## src/rtl/perf_monitor_if.sv

```systemverilog
// Readout bus of the performance monitor: request/select in, registered response out.
// Ports: rd_req/rd_sel (master -> slave), rd_valid/rd_data (slave -> master).
// One response cycle per request, no stall path; the requester cannot be backpressured.
interface perf_monitor_if #(
  parameter int WIDTH = 32
);
  logic             rd_req;
  logic [1:0]       rd_sel;
  logic             rd_valid;
  logic [WIDTH-1:0] rd_data;

  modport master (output rd_req, output rd_sel, input  rd_valid, input  rd_data);
  modport slave  (input  rd_req, input  rd_sel, output rd_valid, output rd_data);
endinterface

```

## src/rtl/perf_monitor.sv

```systemverilog
// CPU performance counters (cycles, stalls, branch predictions, mispredictions) with a run FSM.
// Latency: counters update at the edge, readout data appears the cycle after rd_req.
// Backpressure: none; every rd_req gets exactly one rd_valid cycle, back-to-back allowed.
// Ports: input_clk, rst (sync active-low), en/stall/hlt/br_valid/br_miss/clr event inputs,
//        rd (readout bus, slave side), four counter outputs, ExecutedCount, halted.
module perf_monitor #(
  parameter int WIDTH = 32,
  parameter int SAT   = 1
) (
  input  logic             input_clk,
  input  logic             rst,
  input  logic             en,
  input  logic             stall,
  input  logic             hlt,
  input  logic             br_valid,
  input  logic             br_miss,
  input  logic             clr,
  perf_monitor_if.slave    rd,
  output logic [WIDTH-1:0] cycles_consumed,
  output logic [WIDTH-1:0] StallCount,
  output logic [WIDTH-1:0] BranchPredictionCount,
  output logic [WIDTH-1:0] BranchPredictionMissCount,
  output logic [WIDTH-1:0] ExecutedCount,
  output logic             halted
);

  typedef enum logic [1:0] {
    IDLE   = 2'd0,
    RUN    = 2'd1,
    HALTED = 2'd2
  } state_t;

  localparam logic [WIDTH-1:0] ONE = {{(WIDTH-1){1'b0}}, 1'b1};

  state_t           state_q, state_d;
  logic [WIDTH-1:0] cyc_q, cyc_d;
  logic [WIDTH-1:0] stl_q, stl_d;
  logic [WIDTH-1:0] bp_q, bp_d;
  logic [WIDTH-1:0] miss_q, miss_d;
  logic             rd_valid_q, rd_valid_d;
  logic [WIDTH-1:0] rd_data_q, rd_data_d;
  logic [WIDTH-1:0] sel_val;

  // Saturating or wrapping increment depending on SAT.
  function automatic logic [WIDTH-1:0] bump(input logic [WIDTH-1:0] v);
    if ((SAT != 0) && (&v)) begin
      return v;
    end
    return v + ONE;
  endfunction

  // Readout samples the registered counters, i.e. the value before this edge's update,
  // which is also what makes a read coinciding with clr return the pre-clear value.
  always_comb begin
    sel_val = cyc_q;
    case (rd.rd_sel)
      2'd0:    sel_val = cyc_q;
      2'd1:    sel_val = stl_q;
      2'd2:    sel_val = bp_q;
      default: sel_val = miss_q;
    endcase
  end

  always_comb begin
    state_d    = state_q;
    cyc_d      = cyc_q;
    stl_d      = stl_q;
    bp_d       = bp_q;
    miss_d     = miss_q;
    rd_valid_d = rd.rd_req;
    rd_data_d  = rd.rd_req ? sel_val : '0;

    if (clr) begin
      // Clear wins over any same-cycle increment and restarts the run.
      state_d = RUN;
      cyc_d   = '0;
      stl_d   = '0;
      bp_d    = '0;
      miss_d  = '0;
    end else begin
      case (state_q)
        IDLE: begin
          if (en) begin
            state_d = RUN;
          end
        end
        RUN: begin
          // The halt cycle itself is not a consumed cycle, so stalls on it are dropped too,
          // keeping StallCount <= cycles_consumed. Branch resolution still counts.
          if (!hlt) begin
            cyc_d = bump(cyc_q);
            if (stall) begin
              stl_d = bump(stl_q);
            end
          end
          if (br_valid) begin
            bp_d = bump(bp_q);
            if (br_miss) begin
              miss_d = bump(miss_q);
            end
          end
          if (hlt) begin
            state_d = HALTED;
          end
        end
        HALTED: begin
          state_d = HALTED;
        end
        default: begin
          state_d = IDLE;
        end
      endcase
    end
  end

  always_ff @(posedge input_clk) begin
    if (!rst) begin
      state_q    <= IDLE;
      cyc_q      <= '0;
      stl_q      <= '0;
      bp_q       <= '0;
      miss_q     <= '0;
      rd_valid_q <= 1'b0;
      rd_data_q  <= '0;
    end else begin
      state_q    <= state_d;
      cyc_q      <= cyc_d;
      stl_q      <= stl_d;
      bp_q       <= bp_d;
      miss_q     <= miss_d;
      rd_valid_q <= rd_valid_d;
      rd_data_q  <= rd_data_d;
    end
  end

  assign cycles_consumed           = cyc_q;
  assign StallCount                = stl_q;
  assign BranchPredictionCount     = bp_q;
  assign BranchPredictionMissCount = miss_q;
  assign ExecutedCount             = cyc_q - stl_q;
  assign halted                    = (state_q == HALTED);
  assign rd.rd_valid               = rd_valid_q;
  assign rd.rd_data                = rd_data_q;

endmodule

```

## src/flat_wrapper.sv

```systemverilog
// flat-port wrapper written by rule: the top's interface ports become plain ports
module perf_monitor_flat 
#(
  parameter int WIDTH = 32,
  parameter int SAT   = 1
)
  (input_clk, rst, en, stall, hlt, br_valid, br_miss, clr, cycles_consumed, StallCount, BranchPredictionCount, BranchPredictionMissCount, ExecutedCount, halted, rd_rd_req, rd_rd_sel, rd_rd_valid, rd_rd_data);
  perf_monitor_if #(.WIDTH(WIDTH)) rd_i ();
  input  logic input_clk;
  input  logic rst;
  input  logic en;
  input  logic stall;
  input  logic hlt;
  input  logic br_valid;
  input  logic br_miss;
  input  logic clr;
  output logic [WIDTH-1:0] cycles_consumed;
  output logic [WIDTH-1:0] StallCount;
  output logic [WIDTH-1:0] BranchPredictionCount;
  output logic [WIDTH-1:0] BranchPredictionMissCount;
  output logic [WIDTH-1:0] ExecutedCount;
  output logic halted;
  input wire logic [$bits(rd_i.rd_req)-1:0] rd_rd_req;
  input wire logic [$bits(rd_i.rd_sel)-1:0] rd_rd_sel;
  output wire logic [$bits(rd_i.rd_valid)-1:0] rd_rd_valid;
  output wire logic [$bits(rd_i.rd_data)-1:0] rd_rd_data;
  assign rd_i.rd_req = rd_rd_req;
  assign rd_i.rd_sel = rd_rd_sel;
  assign rd_rd_valid = rd_i.rd_valid;
  assign rd_rd_data = rd_i.rd_data;
  perf_monitor #(.WIDTH(WIDTH), .SAT(SAT)) u_core (.input_clk(input_clk), .rst(rst), .en(en), .stall(stall), .hlt(hlt), .br_valid(br_valid), .br_miss(br_miss), .clr(clr), .rd(rd_i), .cycles_consumed(cycles_consumed), .StallCount(StallCount), .BranchPredictionCount(BranchPredictionCount), .BranchPredictionMissCount(BranchPredictionMissCount), .ExecutedCount(ExecutedCount), .halted(halted));
endmodule
```

## config.mk

```make
export PLATFORM = sky130hd
export DESIGN_NAME = perf_monitor_flat
export DESIGN_NICKNAME = d
export VERILOG_FILES = /design/src/rtl/perf_monitor_if.sv /design/src/rtl/perf_monitor.sv /design/src/flat_wrapper.sv
export SDC_FILE = /design/constraint.sdc
export NUM_CORES = 1
export LEC_CHECK = 0
export BUFFER_PORTS_ARGS = -buffer_cell sky130_fd_sc_hd__clkbuf_2
export CAP_MARGIN = 20
export CORE_MARGIN = 2
export CORE_UTILIZATION = 60
export DETAILED_ROUTE_END_ITERATION = 6
export PLACE_DENSITY = 0.87
export SLEW_MARGIN = 20
export SYNTH_ARGS = -nofsm -noshare
export SYNTH_HDL_FRONTEND = slang
export SYNTH_SLANG_ARGS = --single-unit
export TNS_END_PERCENT = 50
```

## constraint.sdc

```tcl
create_clock -name input_clk -period 7.7 [get_ports input_clk]
set_input_delay 0.77 -clock input_clk [delete_from_list [all_inputs] [get_ports input_clk]]
set_output_delay 0.77 -clock input_clk [all_outputs]
set_load 0.005 [all_outputs]
```

==> results.py, run 1 <==
metrics = {
    "power_and_ir_drop": {
        "switching_share": 0.211,
        "seqPwrFrac": 0.466,
        "p_int_uw": 1430,
        "irDropWorstVdd_uv": 146,
        "powerDensity_nw_per_um2": 161,
        "pwr-share-comb": 0.036,
        "p_switching_uw": 383,
        "power.leakage_uw": 0.00468,
        "pwr-share-clk": 0.498,
    },
    "timing": {
        "rsz0062_at_grt": "false",
        "max_freq_mhz": 246,
        "post-route-min-period_ns": 4.07,
        "slew_violations": 0,
        "tightest_slew_ns": 0.842,
        "setup_tns_ns": 0,
        "finalCritPeriodShare": 0.529,
        "relSlewSlack": 0.439,
        "finalHoldViolations": 0,
        "clock_skew_ns": 0.00882,
        "hold_ws_ns": 0.559,
        "setup_violations": 0,
    },
    "finish": {
        "insertedDiodeCount": 0,
        "layout_commonest_cell": "clkbuf_2",
        "final_cell_mix": "clkbuf_2, dfxtp_1, nor2_1, xnor2_1, nand2_1",
        "area_growth_pct": 18.7,
        "drive_above_1_share": 0.238,
        "fin_nets": 1307,
        "fill_cells": 1135,
    },
    "place": {
        "dp_hpwl_um": 21600,
        "gp_congestion": 0.950,
        "numPortBuffers": 204,
    },
    "synthesis": {
        "ys_seq_area_frac": 0.343,
        "synth_seq_cells": 163,
        "syn_area_um2": 9520,
        "ys.flop_type": "dfxtp_1",
        "synthCells": 1068,
        "yosysWarnings": 0,
        "synth_nets": 1118,
        "async_flop_share": 0,
        "synth_edf_count": 0,
        "avgSynthCellArea_um2": 8.92,
        "synth_cell_types": 72,
    },
    "job": {
        "cap_violations": 0,
    },
    "critical_path": {
        "critical-path-max-stage-delay_ns": 0.45,
        "cp_slowest_cell": "dfxtp_1",
        "critPathKind": "flip-flop to output pin",
        "cp.required_ns": 6.93,
        "critPathLaunchType": "flip-flop",
        "cp_top_family": "compound AO/OA/AOI/OAI gates",
        "path_buf_inv": 2,
        "cp_cell_sequence": "ha_1, inv_1, fa_1, a21o_2, a31oi_2, nor3_2, o311a_1, or3_1, a21oi_2, xnor2_1, clkbuf_2",
        "arrival_ns": 3.30,
        "crit_fanout": 7,
        "critPathCaptureType": "output pin",
    },
    "floorplan": {
        "fp.dieW_um": 130,
        "initial_core_util": 0.606,
        "die-height_um": 130,
        "dieArea_um2": 16900,
        "ios": 205,
        "core_area_um2": 15700,
        "rows": 46,
    },
    "global_routing": {
        "grt_first_pass_wirelength_um": 45000,
        "antenna_found_initial": 0,
        "grt_pass1_vias": 8560,
        "grt_overflow": 0,
        "grt.total_usage": 0.345,
        "grt_max_degree": 66,
    },
    "cts": {
        "post_cts_buffers": 0,
        "clkLatencyLatePin_ns": 0.44,
        "cts.hold.buffers_added": 0,
        "cts-root-buf": "clkbuf_16",
        "htreeDepth": 4,
        "cts_tree": "built",
        "clkSinkCount": 163,
        "path_clk_slew_ns": 0.06,
        "ctsResizeCount": 0,
        "cts_buffer_depth": 2,
        "numCtsBuffers": 17,
    },
    "status": {
        "status": "completed",
    },
    "detailed_routing": {
        "finalWirelength_um": 29400,
        "vias": 9161,
        "via_per_inst": 6.17,
        "drc": 0,
        "firstDrtPassIters": 6,
        "post_drt_wl_per_cell_um": 19.8,
        "first_iter_violations": 836,
        "ant_nets": 0,
    },
    "min_path": {
        "hold_path_class": "flip-flop to flip-flop",
    },
}
[registers in the layout (all words and copies together), names as in the netlist]
register                          cells
u_core.BranchPredictionCount         32
u_core.BranchPredictionMissCount     32
u_core.StallCount                    32
u_core.cycles_consumed               32
u_core.rd.rd_data                    32
u_core.rd.rd_valid                    1
u_core.state_q                        2
[final cells by class]
type | instances | area (µm²) | share of cell area
flip-flops and latches | 163 | 3260 | 0.289
repair buffers | 206 | 1040 | 0.0917
clock inverters | 9 | 153 | 0.0135
multi-input cells | 820 | 5920 | 0.524
well taps | 216 | 270 | 0.0239
clock buffers | 22 | 474 | 0.0420
inverters | 49 | 184 | 0.0163
[worst paths after layout]
check                                                         from                                 endpoint  slack, ns  cells past startpoint
worst max-delay path             u_core.StallCount[0]$_SDFFE_PP0P_                        ExecutedCount[28]       3.63                     11
worst min-delay path            u_core.StallCount[12]$_SDFFE_PP0P_       u_core.StallCount[12]$_SDFFE_PP0P_       0.56                      2
worst max register to register      u_core.state_q[1]$_SDFFE_PP0P_  u_core.cycles_consumed[31]$_SDFFE_PP0P_       4.93                      8
worst min register to register  u_core.StallCount[12]$_SDFFE_PP0P_       u_core.StallCount[12]$_SDFFE_PP0P_       0.56                      2
[power groups by stage]
stage | registers (µW) | logic, µW | clock network, µW
6_report | 847 | 64.6 | 905
2_1_floorplan | 865 | 45.0 | 0
3_5_place_dp | 866 | 63.7 | 0
4_1_cts | 847 | 63.7 | 903
3_3_place_gp | 865 | 62.4 | 0
5_1_grt | 847 | 69.7 | 938
[synth_stat cells (4+ instances only)]
| cell type | instances | share of area |
|---|---|---|
| nand2_1 | 69 | 0.027 |
| and4_4 | 4 | 0.0047 |
| inv_1 | 49 | 0.019 |
| xor2_1 | 64 | 0.059 |
| nand4_1 | 42 | 0.028 |
| nand3_1 | 51 | 0.027 |
| a31oi_1 | 5 | 0.0033 |
| and3_1 | 26 | 0.017 |
| mux4_2 | 32 | 0.076 |
| buf_2 | 7 | 0.0037 |
| nor2_1 | 153 | 0.060 |
| a21oi_1 | 39 | 0.020 |
| and4_1 | 18 | 0.017 |
| o21a_1 | 4 | 0.0032 |
| ha_1 | 38 | 0.050 |
| nor3_1 | 18 | 0.0095 |
| a21o_1 | 11 | 0.0087 |
| nor4_1 | 7 | 0.0046 |
| dfxtp_1 | 163 | 0.34 |
| clkbuf_1 | 25 | 0.0099 |
| o21ai_0 | 29 | 0.015 |
| o211ai_1 | 5 | 0.0039 |
| or3_1 | 12 | 0.0079 |
| and2_1 | 10 | 0.0066 |
| o21bai_1 | 4 | 0.0032 |
| nor2b_1 | 37 | 0.024 |
| xnor2_1 | 78 | 0.072 |
[per-stage QoR]
stage | utilization | instance area, µm² | total power, µW | setup WS, ns | instances
4_1_cts | 0.719 | 11300 | 1810 | 3.63 | 1485
3_3_place_gp | 0.679 | 10700 | 928 | 4.15 | 1454
5_1_grt | 0.719 | 11300 | 1850 | 3.42 | 1485
2_1_floorplan | - | 9520 | 910 | 4.47 | 1068
6_report | 0.719 | 11300 | 1820 | 3.63 | 1485
3_5_place_dp | 0.679 | 10700 | 929 | 4.12 | 1454
[per-layer routing]
metal / up-vias / routed length, µm / GRT usage
met5: - / 0 / 0
met2: 579 / 13800 / 0.553
met1: 4316 / 11500 / 0.446
li1: 4159 / - / -
met4: 0 / 1320 / 0.178
met3: 107 / 2810 / 0.0668
[worst reg2reg max path, cell delays in order (launching register included)]
cell and delay [ns]:
dfxtp_1 0.31, inv_1 0.09, ha_1 0.22, nor2b_1 0.54, nand3_1 0.47, a211oi_4 0.53, nand4_1 0.23, xor2_1 0.19
nor2_1 0.05
[cell families after synthesis]
logic type / count (synthesis) / share of synthesized area
buf+inv: 85 / 0.0368
simple gates: 473 / 0.262
mux: 33 / 0.0767
compound gates: 133 / 0.0992
xor+xnor: 142 / 0.131
fa+ha+maj: 39 / 0.0520
flops: 163 / 0.343
No activity file was read; power rests on OpenSTA's default activity.
==> inputs of run 2 (changes only) <==
--- a/config.mk
+++ b/config.mk
@@ -8,9 +8,9 @@
 export BUFFER_PORTS_ARGS = -buffer_cell sky130_fd_sc_hd__clkbuf_2
 export CAP_MARGIN = 20
 export CORE_MARGIN = 2
-export CORE_UTILIZATION = 60
+export CORE_UTILIZATION = 50
 export DETAILED_ROUTE_END_ITERATION = 6
-export PLACE_DENSITY = 0.87
+export PLACE_DENSITY = 0.77
 export SLEW_MARGIN = 20
 export SYNTH_ARGS = -nofsm -noshare
 export SYNTH_HDL_FRONTEND = slang
==> constraint.sdc (replaced) <==
create_clock -name input_clk -period 3.26 [get_ports input_clk]
set_input_delay 0.326 -clock input_clk [delete_from_list [all_inputs] [get_ports input_clk]]
set_output_delay 0.326 -clock input_clk [all_outputs]
set_load 0.005 [all_outputs]
==> run 2 against run 1 <==
- clock power rose by 110%
- largest power group is now sequential cells
- register-to-register slack worse by 4.4 ns
- sequential power up 140%
- power grew 120%
- global-route usage down 5.4 points
- hold slack worse by 0.41 ns
- worst setup slack worse by 3.6 ns
- final area rose by 5.2%
==> results.py, run 2 (synthesis results as in run 1) <==
metrics = {
    "detailed_routing": {
        "firstDrtPassIters": 5,
        "finalWirelength_um": 30200,
        "post_drt_wl_per_cell_um": 19.6,
        "vias": 9084,
        "drc": 0,
        "first_iter_violations": 733,
        "via_per_inst": 5.91,
        "ant_nets": 0,
    },
    "global_routing": {
        "grt_first_pass_wirelength_um": 45800,
        "gr-usage-met2": 0.441,
        "grt.total_usage": 0.292,
        "grt_pass1_vias": 8385,
        "grt_max_degree": 64,
        "groute.layer.met1.usage": 0.394,
        "grt_overflow": 0,
        "antenna_found_initial": 0,
        "globalRoute.busiestLayer": "met2",
        "met3_usage": 0.0629,
    },
    "power_and_ir_drop": {
        "powerDensity_nw_per_um2": 340,
        "power.leakage_uw": 0.00491,
        "irDropWorstVdd_uv": 284,
    },
    "cts": {
        "path_clk_slew_ns": 0.07,
        "cts.hold.buffers_added": 0,
        "cts_tree": "built",
        "clkSinkCount": 163,
        "cts_buffer_depth": 2,
        "htreeDepth": 4,
        "numCtsBuffers": 17,
        "clkLatencyLatePin_ns": 0.43,
        "cts-root-buf": "clkbuf_16",
    },
    "timing": {
        "slew_violations": 0,
        "tightest_slew_ns": 0.830,
        "clock_skew_ns": 0.00941,
        "relSlewSlack": 0.446,
        "post-route-min-period_ns": 3.22,
        "rsz0062_at_grt": "true",
        "final.setup.worst_slack_ns": 0.0448,
        "finalHoldViolations": 0,
        "finalCritPeriodShare": 0.986,
        "max_freq_mhz": 311,
        "setup_violations": 0,
        "hold_ws_ns": 0.148,
    },
    "critical_path": {
        "critPathLaunchType": "flip-flop",
        "crit_fanout": 3,
        "rrSetupSlack_ns": 0.54,
        "rr_worst_depth": 8,
        "critPathCaptureType": "output pin",
        "critPathKind": "flip-flop to output pin",
        "arrival_ns": 2.89,
        "r2r-end": "u_core.cycles_consumed[31]$_SDFFE_PP0P_",
        "cp.required_ns": 2.93,
        "worstReg2RegStart": "u_core.state_q[1]$_SDFFE_PP0P_",
    },
    "finish": {
        "final_cell_mix": "clkbuf_2, nor2_1, dfxtp_1, xnor2_1, nand2_1",
        "drive_above_1_share": 0.308,
        "area_growth_pct": 24.8,
        "layout_commonest_cell": "clkbuf_2",
        "insertedDiodeCount": 0,
        "fin_nets": 1341,
    },
    "floorplan": {
        "ios": 205,
        "initial_core_util": 0.509,
        "core_area_um2": 18700,
        "dieArea_um2": 20200,
        "rows": 50,
        "fp.dieW_um": 142,
        "die-height_um": 142,
    },
    "place": {
        "dp_hpwl_um": 23000,
        "dp_slack_ns": 0.145,
        "numPortBuffers": 204,
        "gp_congestion": 0.952,
    },
    "min_path": {
        "hold_path_class": "input port to flip-flop",
        "min-delay-start": "clr",
        "whs_path_depth": 2,
        "hold_end": "u_core.state_q[0]$_SDFFE_PN0P_",
    },
    "status": {
        "status": "completed",
    },
    "job": {
        "cap_violations": 0,
    },
}
==> run 2: final cells by class <==
type                    count  area (µm²)
clock inverters            13         101
flip-flops and latches    163        3290
multi-input cells         820        6260
inverters                  49         184
repair buffers            240        1300
clock buffers              19         453
well taps                 234         293
fillers                  1561        6820
==> run 2: power breakdown <==
part | switching [µW] | total, µW | internal [µW]
clock network | 851 | 1880 | 1020
logic | 103 | 167 | 64.3
registers | 3.54 | 2000 | 1990
==> run 2: worst max path at each step <==
stage	startpoint	end	slack [ns]	cells past startpoint
2_1_floorplan	u_core.StallCount[0]$_SDFFE_PP0P_	ExecutedCount[28]	0.47	10
3_3_place_gp	u_core.StallCount[18]$_SDFFE_PP0P_	ExecutedCount[25]	0.11	10
3_5_place_dp	u_core.StallCount[18]$_SDFFE_PP0P_	ExecutedCount[25]	0.15	10
4_1_cts	u_core.cycles_consumed[0]$_SDFFE_PP0P_	ExecutedCount[28]	-0.02	12
5_1_grt	u_core.cycles_consumed[4]$_SDFFE_PP0P_	ExecutedCount[11]	-0.05	9
6_report	u_core.cycles_consumed[0]$_SDFFE_PP0P_	ExecutedCount[28]	0.04	12
==> run 2: per-stage QoR <==
step	power (µW)	util	instance area [µm²]	instances	TNS (ns)
4_1_cts	4050	0.624	11700	1535	-0.0276
5_1_grt	4150	0.636	11900	1538	-0.118
3_5_place_dp	2200	0.583	10900	1500	0
3_3_place_gp	2200	0.583	10900	1500	0
2_1_floorplan	2150	-	9520	1068	0
6_report	4040	0.636	11900	1538	0
==> run 2: critical path: stages (launching register included) <==
cell and delay [ns]:
dfxtp_2 0.32, inv_2 0.06, ha_4 0.13, inv_2 0.04, fa_2 0.35, a21o_4 0.23
a31oi_4 0.16, nor3_4 0.07, o311a_1 0.34, or3_1 0.34, a21oi_2 0.16, xnor2_1 0.12
buf_2 0.13
==> run 2: repair_timing <==
action                     CTS  global route
pin swaps                    5            11
gates resized for setup     44            45
buffers inserted             3             3
setup endpoints to repair   13            15
==> run 2: layer usage <==
layer	part of all wire	wire length [µm]
met1	0.42	12500
met2	0.45	13700
met3	0.087	2620
met4	0.045	1370
met5	0	0
==> inputs of run 3 (changes only) <==
--- a/config.mk
+++ b/config.mk
@@ -8,9 +8,8 @@
 export BUFFER_PORTS_ARGS = -buffer_cell sky130_fd_sc_hd__clkbuf_2
 export CAP_MARGIN = 20
 export CORE_MARGIN = 2
-export CORE_UTILIZATION = 50
+export CORE_UTILIZATION = 40
 export DETAILED_ROUTE_END_ITERATION = 6
-export PLACE_DENSITY = 0.77
 export SLEW_MARGIN = 20
 export SYNTH_ARGS = -nofsm -noshare
 export SYNTH_HDL_FRONTEND = slang
==> run 3 against run 2 <==
- final area increased by 1.4%
- via count decreased by 3.4%
- sequential share of layout area decreased by 0.37 points
- count of clock-buffer cells in the layout decreased by 2
- largest power group is now the clock network
- register-to-register slack improved by 0.13 ns
- the flow now finishes with violations (negative setup slack)
- highest routed layer unchanged
- combinational power about the same
- fmax decreased by 1.5%
- hold slack improved by 0.0031 ns
- die area increased by 24%
- critical path type unchanged
- worst setup slack got worse by 0.050 ns
==> results.py, run 3 (synthesis results as in run 1) <==
metrics = {
    "detailed_routing": {
        "first_iter_violations": 660,
        "via_per_inst": 5.35,
        "firstDrtPassIters": 5,
        "post_drt_wl_per_cell_um": 19.0,
        "ant_nets": 0,
        "finalWirelength_um": 31100,
        "drc": 0,
        "vias": 8775,
    },
    "timing": {
        "setup_violations": 1,
        "rsz0062_at_grt": "true",
        "post-route-min-period_ns": 3.27,
        "finalCritPeriodShare": 1.00,
        "relSlewSlack": 0.536,
        "hold_ws_ns": 0.151,
        "final.setup.worst_slack_ns": -0.00545,
        "slew_violations": 0,
        "tightest_slew_ns": 0.692,
        "finalHoldViolations": 0,
        "clock_skew_ns": 0.00924,
        "max_freq_mhz": 306,
    },
    "critical_path": {
        "cp.required_ns": 2.93,
        "crit_fanout": 3,
        "path_buf_inv": 3,
        "cp_common_cell": "inv_2",
        "cp_cell_sequence": "inv_2, ha_4, inv_2, fa_2, a21o_4, a31oi_4, nor3_4, o311a_1, or3_1, a21oi_2, xnor2_1, buf_2",
        "cp_top_family": "compound AO/OA/AOI/OAI gates",
        "cp_slowest_cell": "fa_2",
        "arrival_ns": 2.94,
        "critPathCaptureType": "output pin",
        "critPathKind": "flip-flop to output pin",
        "critPathLaunchType": "flip-flop",
        "critical-path-max-stage-delay_ns": 0.35,
    },
    "cts": {
        "cts_buffer_depth": 2,
        "cts-root-buf": "clkbuf_16",
        "cts_tree": "built",
        "cts.hold.buffers_added": 0,
        "numCtsBuffers": 17,
        "clkLatencyLatePin_ns": 0.44,
        "path_clk_slew_ns": 0.07,
        "htreeDepth": 4,
        "clkSinkCount": 163,
    },
    "power_and_ir_drop": {
        "power.leakage_uw": 0.00500,
        "irDropWorstVdd_uv": 341,
        "powerDensity_nw_per_um2": 352,
    },
    "place": {
        "gp_congestion": 0.940,
        "numPortBuffers": 204,
        "dp_hpwl_um": 24100,
        "placed_area_um2": 11100,
        "dp_slack_ns": 0.142,
    },
    "floorplan": {
        "rows": 56,
        "core_area_um2": 23400,
        "fp.dieW_um": 158,
        "dieArea_um2": 25100,
        "ios": 205,
        "die-height_um": 158,
        "initial_core_util": 0.407,
    },
    "status": {
        "failed_checks": "negative setup slack",
        "status": "finished with violations",
    },
    "finish": {
        "area_growth_pct": 26.6,
        "drive_above_1_share": 0.309,
        "layout_commonest_cell": "clkbuf_2",
        "fin_util": 0.515,
        "fin_nets": 1359,
        "final_cell_mix": "clkbuf_2, nor2_1, dfxtp_1, xnor2_1, nand2_1",
        "insertedDiodeCount": 0,
        "final_area_um2": 12100,
    },
    "min_path": {
        "hold_path_class": "input port to flip-flop",
    },
    "global_routing": {
        "grt_pass1_vias": 8356,
        "grt_max_degree": 41,
        "grt_first_pass_wirelength_um": 47600,
        "globalRoute.busiestLayer": "met2",
        "gr-usage-met2": 0.388,
        "groute.layer.met1.usage": 0.342,
        "antenna_found_initial": 0,
        "grt.total_usage": 0.247,
        "grt_overflow": 0,
        "met3_usage": 0.0498,
    },
    "job": {
        "cap_violations": 0,
    },
}
run 3: changes by cell type in the layout (fill, tap and decap cells not counted), moves of 2 or more:
cell,change
o21ai_2,-2
o21ai_1,+2
a2111oi_4,-2
ha_1,+6
buf_4,+19
a31oi_1,+2
clkbuf_8,-2
ha_4,-4
ha_2,-2
a31oi_2,-2
bufinv_16,+3
run 3: repair_timing:
action / in CTS / in global routing
resized for setup: 30 / 40
pin swaps: 3 / 12
endpoints found under the hold margin: 0 / 0
endpoints found under the setup margin: 13 / 14
buffers inserted: 1 / 9
run 3: per-stage QoR:
stage | setup TNS [ns] | total power [µW] | std cells
after detailed placement | 0 | 2210 | 1599
after floorplan | 0 | 2150 | 1068
after CTS | -0.00903 | 4270 | 1632
final | -0.00545 | 4250 | 1641
after global placement | 0 | 2200 | 1599
after global routing | -0.389 | 4380 | 1641
run 3: per-layer routing:
layer	up-vias	share of wire
met4	0	0.021
met1	4208	0.46
li1	4273	-
met2	249	0.47
met5	-	0
met3	45	0.054
run 3: area by class of cell:
cell class / count / area [µm²]
clock inverter: 15 / 180
sequential: 163 / 3290
timing repair buffer: 258 / 1430
multi-input combinational: 820 / 6150
tap: 319 / 399
clock buffer: 17 / 425
inverter: 49 / 184
fill: 2251 / 11300
run 3: path summary, 6_finish.rpt:
| check | from | to | slack [ns] | cells after the start |
|---|---|---|---|---|
| min reg2reg | u_core.StallCount[12]$_SDFFE_PP0P_ | u_core.StallCount[12]$_SDFFE_PP0P_ | 0.52 | 2 |
| min | clr | u_core.state_q[0]$_SDFFE_PN0P_ | 0.15 | 2 |
| max | u_core.cycles_consumed[0]$_SDFFE_PP0P_ | ExecutedCount[28] | -0.005 | 12 |
| max reg2reg | u_core.state_q[1]$_SDFFE_PP0P_ | u_core.StallCount[15]$_SDFFE_PP0P_ | 0.67 | 8 |
run 3: report_power, final:
group | internal [µW] | switching (µW) | total, µW
Combinational | 65.6 | 103 | 168
Sequential | 1990 | 3.72 | 2000
Clock | 1210 | 870 | 2080
Total | 3270 | 977 | 4250
